File: src/rtl/jtdsp16_rom_arb.sv
// -----------------------------------------------------------------------------
// jtdsp16_rom_arb
//
// Shares the single program-memory port between instruction fetch (driven by
// the PC of the ROM address unit) and table reads (PT-addressed coefficient
// lookups). External addresses get a programmable number of wait states.
// The address unit is stalled through pc_halt while a table read owns the
// port or while a fetch is still waiting for its data.
//
// Ports
//   clk          system clock
//   rst          synchronous active-high reset
//   cen          clock enable; every register advances only when cen=1
//   fetch_addr   instruction address (PC)
//   tbl_req      table read request, held high until tbl_ack
//   tbl_addr     table address, stable while tbl_req=1
//   wait_cfg     wait states applied to external accesses (0..15)
//   mem_din      memory read data
//   mem_addr     memory address, combinational from state
//   mem_cs       memory select, the port is always busy with some access
//   pc_halt      combinational stall to the address unit
//   instr_dout   last fetched instruction (registered)
//   instr_valid  one-cen pulse: instr_dout was updated
//   tbl_dout     last table read data (registered)
//   tbl_ack      one-cen pulse: tbl_dout was updated
// -----------------------------------------------------------------------------
module jtdsp16_rom_arb #(
    parameter int AW     = 16,
    parameter int DW     = 16,
    parameter int INT_AW = 12
) (
    input  logic          clk,
    input  logic          rst,
    input  logic          cen,
    input  logic [AW-1:0] fetch_addr,
    input  logic          tbl_req,
    input  logic [AW-1:0] tbl_addr,
    input  logic [3:0]    wait_cfg,
    input  logic [DW-1:0] mem_din,
    output logic [AW-1:0] mem_addr,
    output logic          mem_cs,
    output logic          pc_halt,
    output logic [DW-1:0] instr_dout,
    output logic          instr_valid,
    output logic [DW-1:0] tbl_dout,
    output logic          tbl_ack
);

    typedef enum logic {
        S_FETCH = 1'b0,
        S_TBL   = 1'b1
    } state_t;

    state_t        state, state_nx;
    logic [3:0]    wcnt, wcnt_nx;      // wait cycles already spent on this access
    logic [3:0]    wlat, wlat_nx;      // wait count latched at the start of the access
    logic [DW-1:0] instr_nx, tbl_nx;
    logic          instr_valid_nx, tbl_ack_nx;

    logic          is_ext;             // current access address lies outside the internal ROM
    logic [3:0]    fresh_w;            // wait count the access would get if it started now
    logic [3:0]    eff_w;              // wait count that governs completion this cycle
    logic          access_done;
    logic          tbl_grant;

    // The port serves exactly one requester at a time, selected by state.
    always_comb begin
        mem_addr = (state == S_TBL) ? tbl_addr : fetch_addr;
    end

    assign mem_cs  = 1'b1;
    assign is_ext  = |mem_addr[AW-1:INT_AW];
    assign fresh_w = is_ext ? wait_cfg : 4'd0;

    // On the first cycle of an access wlat still holds the previous access's
    // value, so completion must be judged against the freshly computed count.
    assign eff_w       = (wcnt == 4'd0) ? fresh_w : wlat;
    assign access_done = (wcnt == eff_w);

    // A table request is only granted between fetches; it never interrupts one.
    assign tbl_grant = (state == S_FETCH) && (wcnt == 4'd0) && tbl_req;

    // Next-state and output decode.
    // NOTE: every signal written here gets a default first, so no path can leave
    // one unassigned and infer a latch.
    always_comb begin
        state_nx       = state;
        wcnt_nx        = wcnt;
        wlat_nx        = wlat;
        instr_nx       = instr_dout;
        tbl_nx         = tbl_dout;
        instr_valid_nx = 1'b0;
        tbl_ack_nx     = 1'b0;
        pc_halt        = 1'b1;

        // Freeze the wait count for the whole access so wait_cfg edits
        // only take effect on the next one.
        if (wcnt == 4'd0) begin
            wlat_nx = fresh_w;
        end

        unique case (state)
            S_FETCH: begin
                if (tbl_grant) begin
                    state_nx = S_TBL;
                    wcnt_nx  = 4'd0;
                end else if (access_done) begin
                    instr_nx       = mem_din;
                    instr_valid_nx = 1'b1;
                    wcnt_nx        = 4'd0;
                    pc_halt        = 1'b0;
                end else begin
                    wcnt_nx = wcnt + 4'd1;
                end
            end

            S_TBL: begin
                // pc_halt stays at its default of 1 for the whole table read.
                if (access_done) begin
                    tbl_nx     = mem_din;
                    tbl_ack_nx = 1'b1;
                    wcnt_nx    = 4'd0;
                    state_nx   = S_FETCH;
                end else begin
                    wcnt_nx = wcnt + 4'd1;
                end
            end
        endcase
    end

    // State register. Reset wins over cen so an access in flight is dropped
    // without producing a pulse.
    // NOTE: sequential state uses non-blocking assignments so every register
    // samples the pre-edge values, independent of statement order.
    always_ff @(posedge clk) begin
        if (rst) begin
            state       <= S_FETCH;
            wcnt        <= 4'd0;
            wlat        <= 4'd0;
            instr_dout  <= '0;
            tbl_dout    <= '0;
            instr_valid <= 1'b0;
            tbl_ack     <= 1'b0;
        end else if (cen) begin
            state       <= state_nx;
            wcnt        <= wcnt_nx;
            wlat        <= wlat_nx;
            instr_dout  <= instr_nx;
            tbl_dout    <= tbl_nx;
            instr_valid <= instr_valid_nx;
            tbl_ack     <= tbl_ack_nx;
        end
    end

endmodule

File: config.mk
export PLATFORM = sky130hd
export DESIGN_NAME = jtdsp16_rom_arb
export DESIGN_NICKNAME = d
export VERILOG_FILES = /design/src/rtl/jtdsp16_rom_arb.sv
export SDC_FILE = /design/constraint.sdc
export NUM_CORES = 1
export LEC_CHECK = 0
export ABC_AREA = 1
export BUFFER_PORTS_ARGS = -buffer_cell sky130_fd_sc_hd__buf_2
export CAP_MARGIN = 20
export CELL_PAD_IN_SITES_DETAIL_PLACEMENT = 0
export CELL_PAD_IN_SITES_GLOBAL_PLACEMENT = 1
export CORE_ASPECT_RATIO = 0.6
export CORE_MARGIN = 2
export CORE_UTILIZATION = 27
export DETAILED_ROUTE_END_ITERATION = 7
export PLACE_DENSITY = 0.78
export SLEW_MARGIN = 20
export SYNTH_ARGS = -nofsm -noshare
export SYNTH_HDL_FRONTEND = slang
export SYNTH_SLANG_ARGS = --single-unit
File: constraint.sdc
create_clock -name clk -period 1.8 [get_ports clk]
set_input_delay 0.18 -clock clk [delete_from_list [all_inputs] [get_ports clk]]
set_output_delay 0.18 -clock clk [all_outputs]
set_load 0.05 [all_outputs]
==> results.sh, run 1 <==
export IMPL_ant_nets=0
export IMPL_insertion_delay_ps=290
export IMPL_worstPathCellList="inv_2 > ha_4 > nand3_4 > buf_4 > nand2_2 > nand3_2 > nand2_2 > nand3_4 > nor2_8 > nand3_4 > buf_8"
export IMPL_fin_crit_ps=2020
export IMPL_cts_buffers_inserted=5
export IMPL_gp_congestion=0.858
export IMPL_dp_slack_ps=-238
export IMPL_synth_top_area_cell="dfxtp_1"
export IMPL_ys_seq_elements=43
export IMPL_core_area_um2=8040
export IMPL_io_buffers=106
export IMPL_grt_start_max_net_pins=32
export IMPL_synth_simple_area_share=0.390
export IMPL_worst_pin_slew_ps=610
export IMPL_grt_remaining_overflow=0
export IMPL_io_pins=108
export IMPL_cp_common_cell="nand3_4"
export IMPL_fin_cells=607
export IMPL_cts_tree="built"
export IMPL_setup_tns_ps=-4560
export IMPL_cts_buffer_depth=2
export IMPL_synth_seq_area_share=0.378
export IMPL_finalPower_mw=3.28
export IMPL_root_buffer="clkbuf_16"
export IMPL_first_iter_violations=118
export IMPL_synth_top_family_by_area="simple AND/OR/NAND/NOR gates"
export IMPL_cp_start_kind="flop"
export IMPL_viasPerCell=4.36
export IMPL_fin_hold_ws_ps=174
export IMPL_fin_nets=556
export IMPL_violations="negative setup slack"
export IMPL_drv_slew=0
export IMPL_crit_path_end_kind="output pin"
export IMPL_maxSlewHeadroom=0.591
export IMPL_syn_inst=364
export IMPL_final_hold_viol_count=0
export IMPL_peakVddDrop_uv=348
export IMPL_power_density_nw_per_um2=884
export IMPL_postSynthAreaPerCell_um2=6.26
export IMPL_drt_total_wl_mm=7.82
export IMPL_synth_compound_area_share=0.0604
export IMPL_crit_type="flop to output pin"
export IMPL_slowest_delay_ps=320
export IMPL_dieHeight_um=75.2
export IMPL_async_flop_share=0
export IMPL_grt_util_all_layers=0.180
export IMPL_ctsHoldBuffers=0
export IMPL_grt_pass1_wl_mm=12.8
export IMPL_yosysMostFrequentCell="nand2_1"
export IMPL_p_leak_nw=1.93
export IMPL_drc_errors=0
export IMPL_antenna_found_initial=0
export IMPL_clock_fmax_ghz=0.494
export IMPL_skew_ps=7.97
export IMPL_clk_pin_slew_ps=60
export IMPL_crit_required_ps=1620
export IMPL_synth_edf_count=0
export IMPL_cp_top_family="simple AND/OR/NAND/NOR gates"
export IMPL_seqCellArea_um2=867
export IMPL_synth_cell_types=23
export IMPL_drive_gt1_frac=0.419
export IMPL_fin_util=0.461
export IMPL_finalCritPeriodShare=1.12
export IMPL_synth_xor_area_share=0.00768
export IMPL_start_util=0.284
export IMPL_design_die_area_um2=9220
export IMPL_route_vias_total=2648
export IMPL_muxShareOfSynthArea=0
export IMPL_place_area_um2=3170
export IMPL_path_buf_inv=3
export IMPL_routedWlPerCell_um=12.9
export IMPL_row_count=25
export IMPL_die_x_um=123
export IMPL_fillerInstances=817
export IMPL_area_delta_synth_final_pct=62.6
export IMPL_path_max_fanout=7
export IMPL_max_cap_violations=0
export IMPL_synth_common_cells="nand2_1 (124), inv_1 (62), dfxtp_1 (43)"
export IMPL_h_tree_depth=2
export IMPL_clkSinkCount=43
export IMPL_dp_cells=581
export IMPL_synth_area_leaders="dfxtp_1 (38%), nand2_1 (20%), inv_1 (10%)"
export IMPL_min_path_type="primary input to flop"
export IMPL_dpl_hpwl_mm=5.47
export IMPL_synth_area_um2=2280
export IMPL_ys_flop_type="dfxtp_1"
export IMPL_grt_pass1_vias=2631
export IMPL_rsz0062_at_grt="yes"
export IMPL_worst_ep_arrival_time_ps=1840
export IMPL_yosysTopAreaCellShare=0.378
export IMPL_setup_viol=40
export IMPL_synthesis_nets=422
export IMPL_yosys_warnings=0
export IMPL_synthAdderAreaFrac=0.0110
export IMPL_diodes=0
export IMPL_slowest_stage="dfxtp_2"
export IMPL_final_area_um2=3710
export IMPL_drtPass1Iterations=4
export IMPL_multiInputGateArea_um2=1400
export IMPL_fin_ws_ps=-223
export IMPL_outcome="complete, but fails checks"
[what timing repair did]
item | CTS | global route
pin swaps | 18 | 10
gates resized for setup | 34 | 19
cloned | 0 | 3
buffers inserted | 13 | 2
endpoints found under the setup margin | 40 | 52
[cell type report]
| cell class | count | share of cell area |
|---|---|---|
| Multi-Input combinational cell | 238 | 0.377 |
| Timing Repair Buffer | 143 | 0.235 |
| Sequential cell | 43 | 0.234 |
| Inverter | 67 | 0.0699 |
| Clock buffer | 6 | 0.0375 |
| Tap cell | 108 | 0.0365 |
| Clock inverter | 2 | 0.00945 |
[path summary, 6_finish.rpt]
path | depth (start not counted) | startpoint | slack (ps) | end
max | 11 | wcnt[1]$_SDFFE_PP0P_ | -220 | pc_halt
min | 3 | mem_din[14] | 170 | tbl_dout[14]$_SDFFE_PP0P_
max reg2reg | 15 | wcnt[1]$_SDFFE_PP0P_ | -170 | wlat[3]$_SDFFE_PP0P_
min reg2reg | 2 | tbl_dout[4]$_SDFFE_PP0P_ | 460 | tbl_dout[4]$_SDFFE_PP0P_
[power by group]
group | switching [mW] | total (mW) | leakage [nW] | internal [mW]
clock network | 0.396 | 1.09 | 0.0868 | 0.691
registers | 0.0313 | 1.03 | 0.350 | 0.997
logic | 0.740 | 1.16 | 1.49 | 0.421
total | 1.17 | 3.28 | 1.93 | 2.11
[worst min-delay path: stages]
cell,delay (ps)
buf_2,110
nand3_1,70
a21oi_1,60
[sequential cells by signal, indices dropped and copies added, names as in the netlist]
register and cells:
tbl_dout 16, state 1, wlat 4, instr_dout 16, instr_valid 1, wcnt 4
tbl_ack 1
[cell families (layout without fill, tap and decap cells)]
group,Yosys count,after routing
xor gates and xnor gates,2,2
buffers and inverters,85,218
and+or+nand+nor,204,206
AOI/OAI and AO/OA,27,27
adders and majority gates,2,2
DFF,43,43
other,1,1
[layer usage]
| metal | wire length, um | global-route usage |
|---|---|---|
| met3 | 548 | 0.0508 |
| met1 | 3980 | 0.255 |
| met2 | 3190 | 0.270 |
| met5 | 0 | 0 |
| met4 | 98 | 0.0485 |
[cells in the final DEF (no fill, tap or decap), types with 3 or more instances in the layout]
master,count
buf_2,105
nand2_1,100
inv_1,60
dfxtp_1,40
buf_4,32
nor2_1,26
nand3_1,20
nand4_1,16
nand2_2,15
a21oi_1,15
nand2_4,7
nand2_8,6
a21oi_2,6
clkbuf_16,6
nor2_4,5
nand3_4,5
nand3_2,5
o21ai_0,5
inv_2,3
clkinv_1,3
(Power assumes the default switching activity.)
==> inputs of run 2 (changes only) <==
--- a/config.mk
+++ b/config.mk
@@ -5,16 +5,15 @@
 export SDC_FILE = /design/constraint.sdc
 export NUM_CORES = 1
 export LEC_CHECK = 0
-export ABC_AREA = 1
 export BUFFER_PORTS_ARGS = -buffer_cell sky130_fd_sc_hd__buf_2
 export CAP_MARGIN = 20
 export CELL_PAD_IN_SITES_DETAIL_PLACEMENT = 0
 export CELL_PAD_IN_SITES_GLOBAL_PLACEMENT = 1
 export CORE_ASPECT_RATIO = 0.6
 export CORE_MARGIN = 2
-export CORE_UTILIZATION = 27
+export CORE_UTILIZATION = 30
 export DETAILED_ROUTE_END_ITERATION = 7
-export PLACE_DENSITY = 0.78
+export PLACE_DENSITY = 0.79
 export SLEW_MARGIN = 20
 export SYNTH_ARGS = -nofsm -noshare
 export SYNTH_HDL_FRONTEND = slang
==> run 2 against run 1 <==
  * The flow still finishes with violations (negative setup slack)
  * Synthesized cell count shrank 40%
  * Clock skew shrank 2.4 ps
  * Synthesized area shrank 3.4%
  * Power shrank 13%
  * Sequential power is essentially flat
  * Critical endpoint unchanged
  * Largest cell class unchanged
==> results.sh, run 2 <==
export IMPL_area_delta_synth_final_pct=49.6
export IMPL_switchingPower_mw=0.866
export IMPL_fin_hold_ws_ps=164
export IMPL_grt_start_max_net_pins=38
export IMPL_synth_edf_count=0
export IMPL_power_density_nw_per_um2=865
export IMPL_insertion_delay_ps=280
export IMPL_power_share_sequential=0.354
export IMPL_startpoint="wcnt[1]$_SDFFE_PP0P_"
export IMPL_fin_crit_ps=2170
export IMPL_fin_ws_ps=-368
export IMPL_cts_buffer_depth=2
export IMPL_p_leak_nw=1.57
export IMPL_gp_congestion=0.831
export IMPL_ys_seq_elements=43
export IMPL_place_area_um2=2890
export IMPL_clockPowerShare=0.360
export IMPL_crit_path_end_kind="output pin"
export IMPL_first_iter_violations=90
export IMPL_reg2reg_slack_ps=-350
export IMPL_core_area_um2=7180
export IMPL_diodes=0
export IMPL_ctsHoldBuffers=0
export IMPL_rr_endpoint="state$_SDFFE_PP0P_"
export IMPL_io_buffers=106
export IMPL_row_count=24
export IMPL_synth_top_area_cell="dfxtp_1"
export IMPL_dp_slack_ps=-223
export IMPL_crit_required_ps=1620
export IMPL_yosysMostFrequentCell="nand2b_1"
export IMPL_r2r_start="wcnt[1]$_SDFFE_PP0P_"
export IMPL_root_buffer="clkbuf_16"
export IMPL_switching_share=0.304
export IMPL_dieHeight_um=70.4
export IMPL_clk_pin_slew_ps=60
export IMPL_drt_total_wl_mm=6.08
export IMPL_yosysTopAreaCellShare=0.391
export IMPL_peakVddDrop_uv=363
export IMPL_rsz0062_at_grt="yes"
export IMPL_clkSinkCount=43
export IMPL_cts_tree="built"
export IMPL_fin_nets=403
export IMPL_drtPass1Iterations=4
export IMPL_violations="negative setup slack"
export IMPL_design_die_area_um2=8060
export IMPL_drv_slew=0
export IMPL_top_regs="instr_dout: 16 flops, tbl_dout: 16 flops"
export IMPL_routedWlPerCell_um=13.9
export IMPL_grt_remaining_overflow=0
export IMPL_antenna_found_initial=0
export IMPL_final_cell_mix="buf_2 (105), nand2b_1 (50), dfxtp_1 (41)"
export IMPL_synth_cell_types=38
export IMPL_synth_area_leaders="dfxtp_1 (39%), mux2i_1 (15%), nand2b_1 (14%)"
export IMPL_drc_errors=0
export IMPL_io_pins=108
export IMPL_async_flop_share=0
export IMPL_worst_ep_arrival_time_ps=1990
export IMPL_final_hold_viol_count=0
export IMPL_r2r_cells=12
export IMPL_finalCritPeriodShare=1.20
export IMPL_die_x_um=115
export IMPL_synth_seq_area_share=0.391
export IMPL_outcome="complete, but fails checks"
export IMPL_syn_inst=219
export IMPL_crit_type="flop to output pin"
export IMPL_max_cap_violations=0
export IMPL_setup_viol=40
export IMPL_grt_pass1_wl_mm=9.49
export IMPL_cp_start_kind="flop"
export IMPL_h_tree_depth=2
export IMPL_synth_common_cells="nand2b_1 (50), dfxtp_1 (43), mux2i_1 (32)"
export IMPL_grt_pass1_vias=2007
export IMPL_final_area_um2=3290
export IMPL_start_util=0.307
export IMPL_drive_gt1_frac=0.535
export IMPL_grt_util_all_layers=0.148
export IMPL_clock_fmax_ghz=0.461
export IMPL_ant_nets=0
export IMPL_dpl_hpwl_mm=4.37
export IMPL_ys_flop_type="dfxtp_1"
export IMPL_intPower_mw=1.98
export IMPL_route_vias_total=1985
export IMPL_skew_ps=5.62
export IMPL_postSynthAreaPerCell_um2=10.1
export IMPL_endpoint="pc_halt"
export IMPL_p_comb_frac=0.286
export IMPL_synth_area_um2=2200
export IMPL_layout_commonest_cell="buf_2"
export IMPL_synthesis_nets=277
export IMPL_min_path_type="primary input to flop"
export IMPL_cts_buffers_inserted=5
export IMPL_yosys_warnings=0
export IMPL_viasPerCell=4.54
export IMPL_path_max_fanout=5
==> run 2: metal layers <==
layer	part of all wire	GRT usage	vias to the layer above
met5	0	0	-
met4	0.021	0.0556	0
met3	0.075	0.0460	8
met2	0.45	0.233	80
met1	0.45	0.190	889
li1	-	-	1008
==> run 2: per-stage QoR <==
stage / std cells / utilization / total power [mW] / TNS, ps
6_report: 437 / 0.459 / 2.85 / -11950
5_1_grt: 437 / 0.459 / 2.97 / -14700
4_1_cts: 433 / 0.442 / 2.81 / -9000
3_5_place_dp: 418 / 0.402 / 1.71 / -7550
3_3_place_gp: 418 / 0.402 / 1.71 / -3380
2_1_floorplan: 219 / - / 1.52 / -2850
==> run 2: final cells by class <==
type | instances | area (um^2)
sequential | 43 | 863
clock inverter | 3 | 43.8
fill | 673 | 3880
clock buffer | 5 | 125
multi-input combinational | 156 | 1330
inverter | 4 | 15.0
tap | 91 | 114
timing repair buffer | 135 | 807
==> run 2: worst min-delay path by stage <==
stage | start | end | slack (ps) | depth (start not counted)
after floorplan | wait_cfg[0] | wlat[0]$_SDFFE_PP0P_ | 330 | 2
after CTS | wait_cfg[1] | wlat[1]$_SDFFE_PP0P_ | 160 | 3
after global routing | mem_din[6] | tbl_dout[6]$_SDFFE_PP0P_ | 190 | 3
final | wait_cfg[3] | wlat[3]$_SDFFE_PP0P_ | 160 | 3
after global placement | wait_cfg[2] | wlat[2]$_SDFFE_PP0P_ | 440 | 3
after detailed placement | wait_cfg[1] | wlat[1]$_SDFFE_PP0P_ | 450 | 3
==> run 2: what timing repair did <==
item                       4_1_cts  5_1_grt
buffers inserted                 7        3
resized for setup               14       22
pin swaps                        6       12
cloned                           0        1
setup endpoints to repair       40       42
==> run 2: power groups by stage <==
stage / sequential [mW] / combinational, mW / clock, mW
5_1_grt: 1.01 / 0.865 / 1.09
6_report: 1.01 / 0.816 / 1.02
2_1_floorplan: 1.09 / 0.428 / 0
4_1_cts: 1.01 / 0.758 / 1.04
3_3_place_gp: 1.03 / 0.679 / 0
3_5_place_dp: 1.03 / 0.685 / 0
==> run 2: logic make-up (layout without fill, tap and decap cells) <==
logic type / after synthesis / count (layout) / share of synthesized area
and+or+nand+nor: 78 / 78 / 0.215
xor gates and xnor gates: 3 / 3 / 0.0119
AOI/OAI and AO/OA: 24 / 24 / 0.0795
other: 1 / 1 / 0.00170
DFF: 43 / 43 / 0.391
adders and majority gates: 2 / 2 / 0.0114
muxes: 48 / 48 / 0.227
buffers and inverters: 20 / 147 / 0.0625
==> run 2: worst max-delay path, stage by stage, from the launching register on <==
cell	delay [ps]
dfxtp_2	320
inv_2	80
ha_4	130
nor3b_4	270
buf_4	180
nor2b_2	40
a31oi_4	160
xnor2_2	140
and2_4	190
nand2_4	50
buf_8	140
